==> src/rtl/um245r_tx_ctrl.sv <==
// um245r_tx_ctrl: queues CPU {A,B} bytes captured on TX rising edges and
// writes them to a UM245R (FT245-style) via setup / WR pulse / recovery,
// gated by the synchronized TXE# handshake.
// Optional build macro UM245R_TIMEOUT_EN: flush the queue when TXE# keeps
// the device blocked for TIMEOUT idle cycles, and raise a sticky timeout flag.
module um245r_tx_ctrl #(
    parameter int unsigned DEPTH    = 4,
    parameter int unsigned WR_PULSE = 2,
    parameter int unsigned RECOVER  = 2,
    parameter int unsigned TIMEOUT  = 255
) (
    input  logic                     csc_clk,
    input  logic                     Reset,
    input  logic                     TX,
    input  logic [7:0]               AB,
    input  logic                     txe_n,
    output logic                     wr,
    output logic [7:0]               d_out,
    output logic [$clog2(DEPTH):0]   fifo_count,
    output logic                     full,
    output logic                     overflow,
    output logic                     timeout
);

    localparam int unsigned AW   = $clog2(DEPTH);
    localparam int unsigned CMAX = (WR_PULSE > RECOVER) ? WR_PULSE : RECOVER;
    localparam int unsigned CW   = $clog2(CMAX + 1);

    typedef enum logic [1:0] {IDLE, SETUP, PULSE, RECOV} state_t;

    // Reject parameter sets the pointer and counter logic cannot support.
    if (DEPTH < 2 || (DEPTH & (DEPTH - 1)) != 0 || WR_PULSE < 1 || RECOVER < 1 || TIMEOUT < 1) begin : g_bad_params
        $error("um245r_tx_ctrl: illegal parameter set");
    end

    logic          tx_armed;
    logic          push;
    logic          push_ok;
    logic          pop;
    logic          flush;
    logic          load_d;
    logic          txe_m;
    logic          txe_s;
    logic [7:0]    mem [DEPTH];
    logic [AW-1:0] head;
    logic [AW-1:0] tail;
    state_t        state;
    state_t        state_n;
    logic [CW-1:0] cnt;
    logic [CW-1:0] cnt_n;

    // tx_armed records "TX was low last cycle"; clearing it in reset means a
    // TX already high at release is not taken as a rising edge.
    always_ff @(posedge csc_clk or posedge Reset) begin
        if (Reset) tx_armed <= 1'b0;
        else       tx_armed <= ~TX;
    end

    assign push    = TX & tx_armed;
    assign full    = (fifo_count == (AW+1)'(DEPTH));
    assign push_ok = push & (flush | ~full | pop);

    // Two-flop synchronizer for TXE#, preset to "not ready".
    always_ff @(posedge csc_clk or posedge Reset) begin
        if (Reset) begin
            txe_m <= 1'b1;
            txe_s <= 1'b1;
        end else begin
            txe_m <= txe_n;
            txe_s <= txe_m;
        end
    end

    // FIFO storage; contents need no reset since count gates every read.
    always_ff @(posedge csc_clk) begin
        if (push_ok) mem[tail] <= AB;
    end

    // FIFO pointers, occupancy and sticky overflow.
    always_ff @(posedge csc_clk or posedge Reset) begin
        if (Reset) begin
            head       <= '0;
            tail       <= '0;
            fifo_count <= '0;
            overflow   <= 1'b0;
        end else if (flush) begin
            head       <= tail;
            tail       <= push ? tail + AW'(1) : tail;
            fifo_count <= push ? (AW+1)'(1) : '0;
        end else begin
            if (push_ok) tail <= tail + AW'(1);
            if (pop)     head <= head + AW'(1);
            if (push & ~push_ok) overflow <= 1'b1;
            unique case ({push_ok, pop})
                2'b10:   fifo_count <= fifo_count + (AW+1)'(1);
                2'b01:   fifo_count <= fifo_count - (AW+1)'(1);
                default: fifo_count <= fifo_count;
            endcase
        end
    end

    // Write sequencer state and phase counter register.
    always_ff @(posedge csc_clk or posedge Reset) begin
        if (Reset) begin
            state <= IDLE;
            cnt   <= '0;
        end else begin
            state <= state_n;
            cnt   <= cnt_n;
        end
    end

    // Write sequencer next-state: idle/setup/WR pulse/recovery.
    always_comb begin
        state_n = state;
        cnt_n   = cnt;
        load_d  = 1'b0;
        pop     = 1'b0;
        unique case (state)
            IDLE: begin
                if (fifo_count != '0 && !txe_s) begin
                    load_d  = 1'b1;
                    state_n = SETUP;
                end
            end
            SETUP: begin
                state_n = PULSE;
                cnt_n   = CW'(WR_PULSE - 1);
            end
            PULSE: begin
                if (cnt == '0) begin
                    state_n = RECOV;
                    pop     = 1'b1;
                    cnt_n   = CW'(RECOVER - 1);
                end else begin
                    cnt_n = cnt - CW'(1);
                end
            end
            RECOV: begin
                if (cnt == '0) state_n = IDLE;
                else           cnt_n   = cnt - CW'(1);
            end
            default: state_n = IDLE;
        endcase
    end

    // Output registers: WR follows the next state so it is glitch-free,
    // d_out is loaded only when a write is committed.
    always_ff @(posedge csc_clk or posedge Reset) begin
        if (Reset) begin
            wr    <= 1'b0;
            d_out <= '0;
        end else begin
            wr <= (state_n == PULSE);
            if (load_d) d_out <= mem[head];
        end
    end

`ifdef UM245R_TIMEOUT_EN
    localparam int unsigned TW = $clog2(TIMEOUT + 1);

    logic          blocked;
    logic [TW-1:0] tcnt;
    logic          timeout_r;

    assign blocked = (state == IDLE) && (fifo_count != '0) && txe_s;
    assign flush   = blocked && (tcnt == TW'(TIMEOUT - 1));
    assign timeout = timeout_r;

    // Count consecutive blocked idle cycles; flush on reaching TIMEOUT.
    always_ff @(posedge csc_clk or posedge Reset) begin
        if (Reset) begin
            tcnt      <= '0;
            timeout_r <= 1'b0;
        end else if (!blocked || flush) begin
            tcnt <= '0;
            if (flush) timeout_r <= 1'b1;
        end else begin
            tcnt <= tcnt + TW'(1);
        end
    end
`else
    assign flush   = 1'b0;
    assign timeout = 1'b0;
`endif

endmodule

==> config.mk <==
export PLATFORM = sky130hd
export DESIGN_NAME = um245r_tx_ctrl
export DESIGN_NICKNAME = d
export VERILOG_FILES = /design/src/rtl/um245r_tx_ctrl.sv
export SDC_FILE = /design/constraint.sdc
export NUM_CORES = 1
export LEC_CHECK = 0
export ABC_AREA = 0
export CORE_ASPECT_RATIO = 0.75
export CORE_UTILIZATION = 55
export CTS_BUF_LIST = sky130_fd_sc_hd__clkbuf_4 sky130_fd_sc_hd__clkbuf_8
export CTS_CLUSTER_DIAMETER = 50
export DETAILED_ROUTE_END_ITERATION = 6
export GPL_TIMING_DRIVEN = 1
export PLACE_DENSITY = 0.86
export SLEW_MARGIN = 20
export SYNTH_ARGS = -nofsm -noshare
export SYNTH_HDL_FRONTEND = slang
export SYNTH_SLANG_ARGS = --single-unit
export TNS_END_PERCENT = 30
==> constraint.sdc <==
create_clock -name csc_clk -period 6.3 [get_ports csc_clk]
set_input_delay 1.26 -clock csc_clk [delete_from_list [all_inputs] [get_ports csc_clk]]
set_output_delay 1.26 -clock csc_clk [all_outputs]
set_load 0.005 [all_outputs]
# Word level (Yosys, flattened, before mapping)
# Memories as Yosys holds them, arrays and structs flattened. A register that Yosys moved wholly into a read port is not among the register bits.
# Index checks and enable logic that the tools add are counted.
# Widths: inputs -> output; s select.
dict set report op_classes {
  n_addsub 5
  n_eq_ne 8
  mux 14
  bitwise_logic 7
  reduce_logical 8
}
# operator n
set op_table {}
lappend op_table {{$mux 2} 5}
lappend op_table {{$eq 2x2->1 const B} 4}
lappend op_table {{$pmux 2 s4} 1}
lappend op_table {{$mux 1} 6}
lappend op_table {{$pmux 2 s3} 1}
lappend op_table {{$pmux 3 s2} 1}
lappend op_table {{$reduce_bool 3->1} 2}
lappend op_table {{$add 2x1->2 const B} 2}
lappend op_table {{$eq 2x1->1 const B} 2}
lappend op_table {{$logic_not 2->1} 2}
lappend op_table {{$add 3x1->3 const B} 1}
lappend op_table {{$and 1x1->1} 3}
lappend op_table {{$eq 3x3->1 const B} 1}
lappend op_table {{$not 1->1} 3}
lappend op_table {{$sub 3x1->3 const B} 1}
lappend op_table {{$ne 2x2->1 const B} 1}
lappend op_table {{$reduce_and 2->1} 1}
lappend op_table {{$reduce_bool 2->1} 1}
lappend op_table {{$sub 2x1->2 const B} 1}
lappend op_table {{$logic_and 1x1->1} 1}
lappend op_table {{$logic_not 1->1} 1}
lappend op_table {{$or 1x1->1} 1}
dict set report word_totals {
  regBits 16
  ramBits 32
  in_bits 12
  output_inout_bits 15
  elab_cells 53
  memories 1
}
# memory words width rd rd_clocked_by_memory_dff wr line_no
set mem_list {}
lappend mem_list {mem 4 8 1 1 1 44} ;# logic [7:0] mem [DEPTH];

# Depth between registers and ports, before layout
dict set report logic_depth {
  ltp_word 7
  depth_mapped 10
  depth_no_buf 10
}

# Worst setup path before layout
# OpenSTA, ideal clock, no wires.
dict set report synth_path {
  path_kind {input to register}
  start {input TX}
  end {register fifo_count[2]}
  arrival_ns 2.511
  t_required_ns 6.175
  path_slack_ns 3.664
  stages 8
  path_cell_list {nand2_1 -> a21oi_2 -> inv_1 -> ha_1 -> fa_1 -> xnor2_1 -> nor2_1 -> xor2_1}
}
dict set report synth_via {
  elab_chain_cells 4
}
# element line_no
set synth_lines {}
lappend synth_lines {{start: declaration} 14} ;# input logic TX,
lappend synth_lines {{$and 1x1->1 *} 59} ;# assign push = TX & tx_armed;
lappend synth_lines {{$and 1x1->1 *} 61} ;# assign push_ok = push & (flush | ~full | pop);
lappend synth_lines {{$eq 2x1->1 or $eq 2x2->1 (tied branches)} 94} ;# unique case ({push_ok, pop})
lappend synth_lines {{$pmux 3 s2 or $reduce_bool 2->1 (tied branches)} -}
lappend synth_lines {{end signal: assignment} 95} ;# 2'b10: fifo_count <= fifo_count + (AW+1)'(1);
lappend synth_lines {{end signal: assignment} 96} ;# 2'b01: fifo_count <= fifo_count - (AW+1)'(1);
lappend synth_lines {{end signal: assignment} 97} ;# default: fifo_count <= fifo_count;
lappend synth_lines {{end: declaration} 19} ;# output logic [$clog2(DEPTH):0] fifo_count,
# Mark *: on every way between the ends. The rest lies on a longest branch, timed or not.
# A chain may end at the register's enable or synchronous reset.

# Final worst setup path
dict set report layout_path {
  start {register fifo_count[0]}
  end {output full}
}
dict set report layout_via {
  elab_chain_cells 1
}
# element line_no
set layout_lines {}
lappend layout_lines {{start signal: assignment} 89} ;# fifo_count <= push ? (AW+1)'(1) : '0;
lappend layout_lines {{start signal: assignment} 95}
lappend layout_lines {{start signal: assignment} 96}
lappend layout_lines {{$eq 3x3->1} 60} ;# assign full = (fifo_count == (AW+1)'(DEPTH));
lappend layout_lines {{end: declaration} 20} ;# output logic full,
# Every way passes these cells.

==> results by stage <==
Run status:
- The flow ran to the end, and the final reports show no timing, DRC or antenna violations.

Routing:
- In the routed layout, each cell is associated on average with a via count of between 5 and 6.
- The number of search-and-repair iterations in the first detailed-routing pass is 4.
- The final route contains around 1100 vias.
- The count of antenna-violating nets left after detailed routing is 0.
- After detailed routing, the average wire length per cell comes to 17.8 µm.
- For this run, design rule violations remaining after detail routing come to 0.
- The number of DRC violations after detailed-routing iteration 0 is 73.
- The final layout contains routed wiring with a total length of between 3000 and 4000 µm.

Finish:
- 0 antenna diodes ended up in the layout.
- The post-route netlist has between 20 and 25% of its cells at a drive strength greater than 1.
- The synthesis-to-layout area growth is 17.3%.
- The count of fill cells added during filler insertion is ~250.
- The final-stage net count is roughly 180.
- The final instance area is 0.00267 mm².
- The number of cells in the finished layout apart from fillers is roughly 210.

STA:
- Setup violations remaining at the end of the flow were counted as 0.
- The relative max-transition margin is 38.6%.
- The number of slew-limit violations in the final report is 0.
- Adding up every negative setup slack in the final design gives 0 ns.
- Timing would allow up to around 330 MHz.
- The actual transition at the worst max-transition pin is 0.915 ns.
- The clock arrives with 0.00761 ns of skew.
- The minimum clock period is between 3 and 4 ns.
- The number of failing hold endpoints at the final stage is 0.
- The post-route clock period utilization is about half.
- Setup repair after global routing left no endpoint under its margin.

Placement:
- The total of buffers placed on input and output ports is 25.
- The area of placed instances is 0.00256 mm².
- After detailed placement, the design holds a cell count of 200.
- The routability congestion estimate is 0.685.
- The wire-length estimate of the detail-placed layout is ~2600 µm.

Synthesis:
- The post-synthesis net count is approximately 150.
- In the synthesized netlist, mux cells make up roughly 14% of the area.
- Ranked by total cell area, the synthesized netlist is headed by sky130_fd_sc_hd__edfxtp_1 (42%), sky130_fd_sc_hd__dfrtp_1 (24%), sky130_fd_sc_hd__mux4_2 (7.9%).
- The netlist uses 31 different library cells.
- The area of the mapped netlist is 0.00228 mm².
- The number of enable-type register cells in the synthesized netlist is 32.
- The most used flip-flop cell after synthesis is sky130_fd_sc_hd__edfxtp_1.
- The count of synthesis-stage warnings from yosys is 0.
- The flip-flop and latch count after synthesis is 56.
- The adder-cell area share of the yosys netlist is 4.72%.
- After synthesis, the share of flip-flops with an asynchronous set or reset is approximately 43%.
- Among all cell types in the netlist, the one instantiated most often is sky130_fd_sc_hd__edfxtp_1.
- The cell accounting for the most synthesized area is sky130_fd_sc_hd__edfxtp_1.
- Of the post-synthesis cell area, the dominant cell type holds between 40% and 50%.
- Summing the areas of all and, or, nand and nor instances in the mapped netlist gives 5.27% of the synthesized area.
- After technology mapping, the gate count stands at ~130.
- The synthesized netlist devotes 2.69% of its cell area to XOR and XNOR gates.
- A synthesized cell averages about 18 µm².
- After synthesis, the largest family of logic cells by area is multiplexers.
- Summing the areas of all compound-gate instances in the mapped netlist gives under 10% of the synthesized area.
- The commonest cells after synthesis are sky130_fd_sc_hd__edfxtp_1 (32), sky130_fd_sc_hd__dfrtp_1 (22), sky130_fd_sc_hd__mux2_2 (11).
- Sequential elements use roughly two thirds of the synthesized area.

Clock tree:
- The number of gates resized after CTS was 0.
- The H-tree was split into 2 levels.
- The maximum count of clock buffers along a single path is 2.
- The clock latency on the worst-skew pair is around 0.30 ns.
- For this design, the sink count on the clock tree is between 50 and 60.
- The CTS tree is done.
- The TritonCTS buffer count is 5.
- Clock-pin slew was measured on the worst setup and hold paths at ~0.1 ns.
- The setup fix buffers added after clock tree synthesis is 0.
- For this design, the CTS-stage hold fixing added 0 buffers.
- The cell sitting at the root of the clock tree is a sky130_fd_sc_hd__clkbuf_8.

Critical path:
- The signal on the critical path passes through nor3b_1 -> clkdlybuf4s50_1.
- The highest cell delay on the worst timing path is 0.59 ns.
- For this design, the slowest cell found on the critical path is sky130_fd_sc_hd__clkdlybuf4s50_1.
- The data required time at the worst endpoint is 5.04 ns.
- The peak fanout along the critical path is 5.
- The number of buffers and inverters on the critical path is 1.
- Among cell families on the critical path, the largest total delay comes from buffers and inverters.
- The worst setup path is captured at an output port.
- The data arrival time at the worst-slack endpoint is 1.77 ns.
- The worst setup path is launched from a flip-flop.
- The class of the most critical setup path is flip-flop to output port.

Global routing:
- The initial antenna violation count is 0.
- The first global-routing pass estimated about 6100 µm of wire.
- In the global route stage, met1 resource usage came out at between 20 and 25%.
- The total global routing overflow is 0.
- The pin count of the biggest net entering global routing is 25.
- The overall track demand over capacity in global routing is 19.4%.
- The met3 global-route usage is 5.35%.
- met2 is the most crowded layer.
- Global routing used about a third of the available met2 tracks.
- The number of global-route vias before repair is approximately 1200.

Pwr:
- The leakage power total is around 1.0 nW.
- Per report_power, the combinational group accounts for around a third of the total.
- The fraction of power spent switching nets is 28.4%.
- Dividing total power by cell area gives a power density of roughly 440 mW/mm².
- The worst voltage drop across the vdd grid is about 0.25 mV.
- The switching power of the nets is about 0.00034 W.
- The total power is 0.00118 W.
- The internal power component is 0.000848 W.
- The part of the total power dissipated in sequential elements is between 40% and 50%.
- The clock network accounts for between 10% and 20% of the total power.

Worst hold path:
- In this run the worst hold path is classified as flip-flop to flip-flop.

Floorplanning:
- 27 I/O pins were placed.
- After floorplanning, the core was divided into 19 placement rows.
- The initial standard-cell utilization of the core is between 50% and 60%.
- The floorplan step defined a die boundary enclosing around 0.0044 mm².
- In this run the standard cell core region covers around 0.0038 mm².
- The die outline width is approximately 76 µm.
- From bottom edge to top edge, the die measures a little under 60 µm.

Flow run:
- The count of max-cap constraint violations is 0.
-- cell type report --
| cell class | count | area (µm²) | area share [%] |
|---|---|---|---|
| repair buffers | 25 | 250 | 9.36 |
| clock buffers | 6 | 76.3 | 2.86 |
| clock inverters | 2 | 35.0 | 1.31 |
| flip-flops and latches | 56 | 1560 | 58.5 |
| well taps | 52 | 65.1 | 2.43 |
| multi-input cells | 59 | 652 | 24.4 |
| inverters | 8 | 30.0 | 1.12 |
-- state kept, by name, summed over array words and instances (netlist names), 2 cells and up --
signal and count:
cnt 2, d_out 8, head 2, state 2, tail 2, fifo_count 3
mem 32
-- cells in the final DEF, fill, tap and decap left out, drive strengths merged --
master	n
ha	7
and2b	1
a21oi	1
conb	1
nand2	2
and3	1
and2	4
nor4	1
a21o	1
a22o	1
edfxtp	32
fa	1
nor3	1
xor2	2
nand2b	3
clkbuf	6
clkdlybuf4s50	25
a31o	1
nand3b	1
xnor2	5
mux4	8
bufinv	1
clkinv	2
mux2	11
nor3b	1
a41o	1
dfrtp	22
mux2i	1
inv	7
nor2	3
dfstp	2
-- layer usage --
layer	wire length, µm	vias up
li1	-	512
met1	1550	558
met2	1910	41
met3	194	4
met4	35	0
met5	0	-
-- cell families (layout without fill, tap and decap cells) --
kind of cell	count (synthesis)	count (layout)
flops	56	56
mux	20	20
simple gates	18	18
buf+inv	13	41
fa+ha+maj	8	8
xor+xnor	7	7
compound gates	5	5
other cells	1	1
-- final timing paths --
path / start / endpoint / cells past startpoint / slack, ns
worst min register to register: txe_m / txe_s / 0 / 0.36
worst max register to register: cnt[0] / fifo_count[2] / 10 / 3.79
min in group asynchronous: Reset / state[0] / 2 / 1.35
max in group asynchronous: Reset / tail[0] / 2 / 4.52
worst max-delay path: fifo_count[0] / full / 2 / 3.27
worst min-delay path: txe_m / txe_s / 0 / 0.36
-- metrics by stage --
stage / setup slack (ns) / utilization [%] / hold slack [ns]
6_report: 3.27 / 70.3 / 0.361
5_1_grt: 3.16 / 70.3 / 0.370
4_1_cts: 3.26 / 70.3 / 0.362
3_5_place_dp: 3.00 / 67.3 / 0.347
3_3_place_gp: 3.10 / 67.3 / 0.346
2_1_floorplan: 3.66 / - / 0.345
-- power groups by stage --
stage / Combinational, W / Sequential [W] / Clock [W]
6_report: 0.000384 / 0.000573 / 0.000228
5_1_grt: 0.000414 / 0.000590 / 0.000247
4_1_cts: 0.000391 / 0.000575 / 0.000233
3_5_place_dp: 0.000390 / 0.000583 / 0
3_3_place_gp: 0.000362 / 0.000575 / 0
2_1_floorplan: 0.000280 / 0.000534 / 0
No activity file was read; power rests on OpenSTA's default activity.
